`config.mk`:
```
export PLATFORM = sky130hd
export DESIGN_NAME = usb4_logical_layer
export DESIGN_NICKNAME = d
export VERILOG_FILES = /design/src/rtl/usb4_logical_layer.sv
export SDC_FILE = /design/constraint.sdc
export NUM_CORES = 1
export LEC_CHECK = 0
export ABC_CLOCK_PERIOD_IN_PS = 6300
export CAP_MARGIN = 20
export CORE_MARGIN = 4
export CORE_UTILIZATION = 47
export CTS_CLUSTER_DIAMETER = 60
export CTS_CLUSTER_SIZE = 20
export DETAILED_ROUTE_END_ITERATION = 6
export PLACE_DENSITY = 0.73
export SLEW_MARGIN = 20
export SYNTH_ARGS = -nofsm -noshare
export SYNTH_HDL_FRONTEND = slang
export SYNTH_SLANG_ARGS = --single-unit
```
`constraint.sdc`:
```
create_clock -name local_clk -period 6.3 [get_ports local_clk]
set_input_delay 1.89 -clock local_clk [delete_from_list [all_inputs] [get_ports local_clk]]
set_output_delay 1.89 -clock local_clk [all_outputs]
set_load 0.005 [all_outputs]
```
`src/rtl/usb4_logical_layer.sv`:
```
`default_nettype none
// ============================================================================
// Module   : usb4_logical_layer
// Purpose  : Simplified USB4 logical layer. A config-space CTRL bit enables the
//            link. The link first exchanges 0x5A sync bytes on a UART-style
//            sideband. It then trains both lanes on the 0xA5 pattern. In CL0 it
//            moves 16-bit transport words across two 8-bit lanes and counts
//            the words sent and received.
// Revision : 1.0 - initial release
// ----------------------------------------------------------------------------
// Ports    : local_clk, rst                 clock / async active-high reset
//            lane_disable                   force link to DISABLED
//            c_read, c_write, c_address,
//            c_data_in, c_data_out          config-space access
//            transport_layer_data_in/out,
//            transport_data_flag            transport words (tx / rx / rx valid)
//            lane_0/1_rx_i, enable_deser    lane receive bytes + valid
//            lane_0/1_tx_o                  lane transmit bytes
//            sbrx, sbtx                     sideband serial in / out
//            enable_scr, cl0_s              scrambler enable, link-up status
// ============================================================================
module usb4_logical_layer #(
  parameter int SB_DIV    = 8,
  parameter int TRAIN_CNT = 4
) (
  input  logic        local_clk,
  input  logic        rst,
  input  logic        lane_disable,
  input  logic        c_read,
  input  logic        c_write,
  input  logic [7:0]  c_address,
  input  logic [31:0] c_data_in,
  output logic [31:0] c_data_out,
  input  logic [15:0] transport_layer_data_in,
  output logic [15:0] transport_layer_data_out,
  output logic        transport_data_flag,
  input  logic [7:0]  lane_0_rx_i,
  input  logic [7:0]  lane_1_rx_i,
  input  logic        enable_deser,
  output logic [7:0]  lane_0_tx_o,
  output logic [7:0]  lane_1_tx_o,
  input  logic        sbrx,
  output logic        sbtx,
  output logic        enable_scr,
  output logic        cl0_s
);

  typedef enum logic [1:0] {
    DISABLED   = 2'd0,
    SB_SYNC    = 2'd1,
    LANE_TRAIN = 2'd2,
    CL0        = 2'd3
  } state_t;

  localparam int              DIVW         = $clog2(SB_DIV + 1);
  localparam int              TW           = $clog2(TRAIN_CNT + 1);
  localparam logic [DIVW-1:0] DIV_LAST     = DIVW'(SB_DIV - 1);
  localparam logic [DIVW-1:0] DIV_HALF     = DIVW'(SB_DIV / 2);
  localparam logic [DIVW-1:0] DIV_FULL     = DIVW'(SB_DIV);
  localparam logic [TW-1:0]   TRAIN_TGT    = TW'(TRAIN_CNT);
  localparam logic [7:0]      SYNC_BYTE    = 8'h5A;
  localparam logic [7:0]      TRAIN_BYTE   = 8'hA5;
  // Sideband TX bit slots: 0 start, 1..8 data, 9 stop, 10 inter-frame idle.
  localparam logic [3:0]      TX_STOP      = 4'd9;
  localparam logic [3:0]      TX_IDLE      = 4'd10;
  localparam logic [3:0]      RX_STOP      = 4'd9;

  state_t            state, state_nxt;
  logic              link_en, link_en_nxt;
  logic              sb_done;
  logic [3:0]        tx_bit, tx_bit_nxt;
  logic [DIVW-1:0]   tx_div, tx_div_nxt;
  logic              rx_busy;
  logic [3:0]        rx_bit;
  logic [DIVW-1:0]   rx_cnt;
  logic [7:0]        rx_shift;
  logic              sb_s0, sb_s1;
  logic [TW-1:0]     train_cnt, train_nxt;
  logic [31:0]       txcnt, rxcnt;
  logic [31:0]       rd_data;
  logic              force_dis, tx_frame_end, lanes_match, rx_take;

  // Value driven on sbtx for a given TX bit slot.
  function automatic logic frame_bit(input logic [3:0] b);
    logic [7:0] sh;
    sh = SYNC_BYTE >> (b - 4'd1);
    if (b == 4'd0)      return 1'b0;
    else if (b <= 4'd8) return sh[0];
    else                return 1'b1;
  endfunction

  assign force_dis    = lane_disable | ~link_en;
  assign tx_frame_end = (state == SB_SYNC) && (tx_bit == TX_STOP) && (tx_div == DIV_LAST);
  assign lanes_match  = (lane_0_rx_i == TRAIN_BYTE) && (lane_1_rx_i == TRAIN_BYTE);
  // First sample lands mid start bit, later ones one full bit-time apart.
  assign rx_take      = rx_busy && (rx_cnt == ((rx_bit == 4'd0) ? DIV_HALF : DIV_FULL));
  // A same-edge write is visible to a same-edge read of CTRL.
  assign link_en_nxt  = (c_write && (c_address == 8'h00)) ? c_data_in[0] : link_en;

  always_comb begin
    rd_data = 32'h0;
    case (c_address)
      8'h00:   rd_data = {31'h0, link_en_nxt};
      8'h04:   rd_data = {28'h0, state, sb_done, cl0_s};
      8'h08:   rd_data = txcnt;
      8'h0C:   rd_data = rxcnt;
      default: rd_data = 32'h0;
    endcase
  end

  always_comb begin
    train_nxt = train_cnt;
    if (enable_deser)
      train_nxt = lanes_match ? train_cnt + 1'b1 : '0;
  end

  always_comb begin
    tx_bit_nxt = '0;
    tx_div_nxt = '0;
    if (state == SB_SYNC) begin
      if (tx_div == DIV_LAST) begin
        tx_bit_nxt = (tx_bit == TX_IDLE) ? 4'd0 : tx_bit + 4'd1;
      end else begin
        tx_div_nxt = tx_div + 1'b1;
        tx_bit_nxt = tx_bit;
      end
    end
  end

  always_comb begin
    state_nxt = state;
    if (force_dis) begin
      state_nxt = DISABLED;
    end else begin
      case (state)
        DISABLED:   state_nxt = SB_SYNC;
        SB_SYNC:    if (sb_done && tx_frame_end) state_nxt = LANE_TRAIN;
        LANE_TRAIN: if (train_nxt == TRAIN_TGT) state_nxt = CL0;
        CL0:        state_nxt = CL0;
        default:    state_nxt = DISABLED;
      endcase
    end
  end

  // All outputs are decoded from the next state so they line up with it.
  always_ff @(posedge local_clk or posedge rst) begin
    if (rst) begin
      state                    <= DISABLED;
      link_en                  <= 1'b0;
      c_data_out               <= 32'h0;
      sb_done                  <= 1'b0;
      tx_bit                   <= '0;
      tx_div                   <= '0;
      sbtx                     <= 1'b1;
      rx_busy                  <= 1'b0;
      rx_bit                   <= '0;
      rx_cnt                   <= '0;
      rx_shift                 <= '0;
      sb_s0                    <= 1'b1;
      sb_s1                    <= 1'b1;
      train_cnt                <= '0;
      txcnt                    <= 32'h0;
      rxcnt                    <= 32'h0;
      lane_0_tx_o              <= 8'h00;
      lane_1_tx_o              <= 8'h00;
      transport_layer_data_out <= 16'h0;
      transport_data_flag      <= 1'b0;
      enable_scr               <= 1'b0;
      cl0_s                    <= 1'b0;
    end else begin
      state      <= state_nxt;
      link_en    <= link_en_nxt;
      if (c_read) c_data_out <= rd_data;
      sb_s0      <= sbrx;
      sb_s1      <= sb_s0;
      cl0_s      <= (state_nxt == CL0);
      enable_scr <= (state_nxt == LANE_TRAIN) || (state_nxt == CL0);

      // Sideband transmitter: free-running 0x5A frames while in SB_SYNC.
      if (state_nxt == SB_SYNC) begin
        tx_bit <= tx_bit_nxt;
        tx_div <= tx_div_nxt;
        sbtx   <= frame_bit(tx_bit_nxt);
      end else begin
        tx_bit <= '0;
        tx_div <= '0;
        sbtx   <= 1'b1;
      end

      // Sideband receiver on the synchronised sbrx (sb_s0 newest sample).
      if ((state == SB_SYNC) && (state_nxt == SB_SYNC)) begin
        if (!rx_busy) begin
          if (sb_s1 && !sb_s0) begin
            rx_busy <= 1'b1;
            rx_bit  <= '0;
            rx_cnt  <= DIVW'(1);
          end
        end else if (rx_take) begin
          rx_cnt <= DIVW'(1);
          rx_bit <= rx_bit + 4'd1;
          if (rx_bit == RX_STOP) begin
            rx_busy <= 1'b0;
            if (sb_s0 && (rx_shift == SYNC_BYTE)) sb_done <= 1'b1;
          end else if (rx_bit != 4'd0) begin
            rx_shift <= {sb_s0, rx_shift[7:1]};
          end
        end else begin
          rx_cnt <= rx_cnt + 1'b1;
        end
      end else begin
        rx_busy <= 1'b0;
        rx_bit  <= '0;
        rx_cnt  <= '0;
        sb_done <= 1'b0;
      end

      if ((state == LANE_TRAIN) && (state_nxt == LANE_TRAIN)) train_cnt <= train_nxt;
      else                                                      train_cnt <= '0;

      case (state_nxt)
        LANE_TRAIN: begin
          lane_0_tx_o <= TRAIN_BYTE;
          lane_1_tx_o <= TRAIN_BYTE;
        end
        CL0: begin
          lane_0_tx_o <= transport_layer_data_in[7:0];
          lane_1_tx_o <= transport_layer_data_in[15:8];
        end
        default: begin
          lane_0_tx_o <= 8'h00;
          lane_1_tx_o <= 8'h00;
        end
      endcase

      if (state_nxt == CL0) begin
        txcnt <= txcnt + 32'd1;
        if ((state == CL0) && enable_deser) begin
          transport_layer_data_out <= {lane_1_rx_i, lane_0_rx_i};
          transport_data_flag      <= 1'b1;
          rxcnt                    <= rxcnt + 32'd1;
        end else begin
          transport_data_flag <= 1'b0;
        end
      end else begin
        txcnt               <= 32'h0;
        rxcnt               <= 32'h0;
        transport_data_flag <= 1'b0;
      end
    end
  end

endmodule
`default_nettype wire

```
==> impl_metrics.yaml <==
status:
  status: "completed"
cts:
  clk_pin_slew_worst_paths_ps: 60
  cts_root_buffer: "clkbuf_16"
  cts_buffers: 17
  clock-sinks: 166
  clk_latency_ps: 430
  max-clock-path-buffers: 2
  cts_tree: "built"
  cts_resized: 0
  post_cts_buffers: 0
  cts_max_level: 4
  postCtsHoldBufs: 0
detailed_routing:
  wire_per_inst_um: 15.8
  drtAntennaViolNets: 0
  viasPerCell: 5.38
  vias: 5741
  first_iter_violations: 392
  dr.pass1.iters: 5
  drc: 0
  drt-total-wl_um: 16900
pwr:
  p_leak_nw: 3.94
  powerDensity_nw_per_um2: 224
  ir_worst_vdd_uv: 176
sta:
  drv_slew: 0
  setup_viol: 0
  worstMarginPinSlew_ps: 1130
  final.setup_skew_ps: 10.6
  period_needed_ps: 4010
  hold_violations: 0
  max_freq_mhz: 249
  relSlewSlack: 0.244
  setup_slack_ps: 2290
  finalCritPeriodShare: 0.637
  rsz0062_at_grt: "no"
  tns_ps: 0
yosys:
  yosysSeqAreaShare: 0.528
  synth.largest_area_cell: "dfrtp_1"
  yosysWarnings: 0
  yosys.area_share.simple: 0.191
  async_flop_share: 1.00
  yosys-mux-area-fraction: 0.0456
  avgSynthCellArea_um2: 10.7
  ys_ff_latch: 166
  synth_top_family_by_area: "simple AND/OR/NAND/NOR gates"
  syn_inst: 735
  synth_fa_ha_area_frac: 0.0143
  synth_compound_area_frac: 0.101
  synth_xor_area_frac: 0.0734
  synth_top_cell_area_share: 0.518
  synthFlopType: "dfrtp_1"
  netlist-cell-type-count: 60
  synth.area.top_cells: "dfrtp_1 (52%), mux2_2 (4.4%), xnor2_1 (4.0%)"
  synth_edf_count: 0
  syn_area_um2: 7870
  synth_fp_nets: 823
die:
  start_util: 0.476
  ioPinCount: 147
  fp.dieW_um: 137
  rows: 47
  fp.dieH_um: 137
  die_area_um2: 18900
  core-area_um2: 16500
finish:
  layout-area-overhead-vs-synth_pct: 24.5
  final_common_cell: "dfrtp_1"
  antenna_cells: 0
  final_cell_mix: "dfrtp_1 (163), clkdlybuf4s50_1 (115), nor2_1 (80)"
  drive_gt1_frac: 0.119
  fin_nets: 923
job:
  max-cap-violations: 0
worst_setup_path:
  cp-start-kind: "input port"
  r2r_end: "txcnt[6]"
  required_ps: 6650
  crit_type: "in -> reg"
  r2r_start: "train_cnt[0]"
  cp_slowest_cell: "nand3_2"
  path_cells: "clkdlybuf4s50_1 > and4bb_2 > nand4_1 > o31ai_2 > nand3_2 > buf_4 > nor2_1"
  path_max_fanout: 34
  critPathCaptureType: "register"
  arrival_ps: 4360
  critical_path.endpoint: "txcnt[6]"
  slowest_delay_ps: 570
  r2r_cells: 7
  startpoint: "lane_0_rx_i[3]"
  r2r_slack_ps: 3780
grt:
  grt_pass1_wl_um: 28400
  use_met1: 0.258
  grt_overflow_total: 0
  grt_pass1_vias: 5652
  grt_use_total: 0.189
  grt-busiest-layer: "met2"
  grt_use_met2: 0.293
  grt_max_degree: 129
  antenna_found_initial: 0
  met3_usage: 0.0555
place:
  place_hpwl_um: 11500
  dp_slack_ps: 1700
  gp_congestion: 0.781
  port_buffers: 115
min_path:
  hold_path.class: "reg -> reg"
  hold_start: "sb_s0"
==> cell families after synthesis <==
family,count (synthesis)
multiplexers,32
buffers and inverters,87
XOR/XNOR,66
adder cells (fa/ha/maj),9
AND/OR/NAND/NOR,262
AO/OA/AOI/OAI,113
flip-flops,166
==> how the worst min path moves through the flow <==
stage,cells past startpoint,slack (ps),to
4_1_cts,0,390,sb_s1
2_1_floorplan,0,370,sb_s1
3_3_place_gp,0,380,sb_s1
3_5_place_dp,0,380,sb_s1
6_report,0,390,sb_s1
5_1_grt,0,400,sb_s1
==> per-layer routing <==
metal  part of all wire  up-vias
met4              0.011        0
met2               0.47      135
met3              0.057       13
li1                   -     2777
met1               0.46     2816
met5                  0        -
==> power by group <==
group | switching (W) | total, W | internal, W | leakage, nW
registers | 0.00000138 | 0.00107 | 0.00107 | 2.31
clock network | 0.000401 | 0.00106 | 0.000656 | 0.301
logic | 0.0000352 | 0.0000669 | 0.0000317 | 1.33
==> Yosys cell counts, types with 3 or more instances <==
master / instances
nor4_1: 4
nor3b_2: 3
buf_2: 8
inv_1: 47
nand2_1: 32
a32oi_1: 3
nor2_1: 80
ha_1: 9
and2_1: 17
dfrtp_1: 163
mux2_2: 31
clkbuf_1: 22
buf_4: 4
or3_1: 5
and4_1: 11
a22oi_1: 34
o22ai_1: 32
dfstp_2: 3
nand3_1: 34
a21oi_1: 13
nand4_1: 14
o21a_1: 9
and4bb_2: 4
nor4_2: 6
nor2b_1: 6
xor2_1: 30
nand2b_1: 4
nor3_1: 11
o21ai_0: 9
xnor2_1: 36
and3_1: 14
==> registers in the layout, summed over array words and instances, names as in the netlist <==
| register | count |
|---|---|
| lane_0_tx_o | 8 |
| cl0_s | 1 |
| train_cnt | 3 |
| state | 2 |
| tx_div | 4 |
| rx_cnt | 4 |
| rx_bit | 4 |
| sb_s1 | 1 |
| transport_layer_data_out | 16 |
| lane_1_tx_o | 8 |
| transport_data_flag | 1 |
| rxcnt | 32 |
| c_data_out | 32 |
| link_en | 1 |
| sbtx | 1 |
| tx_bit | 4 |
| sb_done | 1 |
| rx_busy | 1 |
| rx_shift | 8 |
| enable_scr | 1 |
| sb_s0 | 1 |
| txcnt | 32 |
==> critical path, delay by kind of cell <==
kind,cells,cell delay (ps)
buf+inv,2,920
simple gates,4,1190
compound gates,1,340
==> stage by stage <==
stage | power [W] | instances | cell area, um2 | util | hold WS (ps)
after floorplan | 0.00112 | 735 | 7880 | - | 366
after global placement | 0.00116 | 1035 | 9160 | 0.555 | 380
after detailed placement | 0.00116 | 1036 | 9180 | 0.555 | 381
after CTS | 0.00222 | 1068 | 9790 | 0.593 | 393
after global routing | 0.00227 | 1068 | 9800 | 0.593 | 403
final | 0.00219 | 1068 | 9800 | 0.593 | 392
==> final cells by class <==
| cell class | count | area [um2] |
|---|---|---|
| fillers | 1319 | 6720 |
| multi-input cells | 482 | 3360 |
| clock buffers | 25 | 526 |
| clock inverters | 7 | 90.1 |
| well taps | 220 | 275 |
| flip-flops and latches | 166 | 4160 |
| inverters | 48 | 184 |
| repair buffers | 120 | 1210 |
Power figures use the tool's default switching activity.
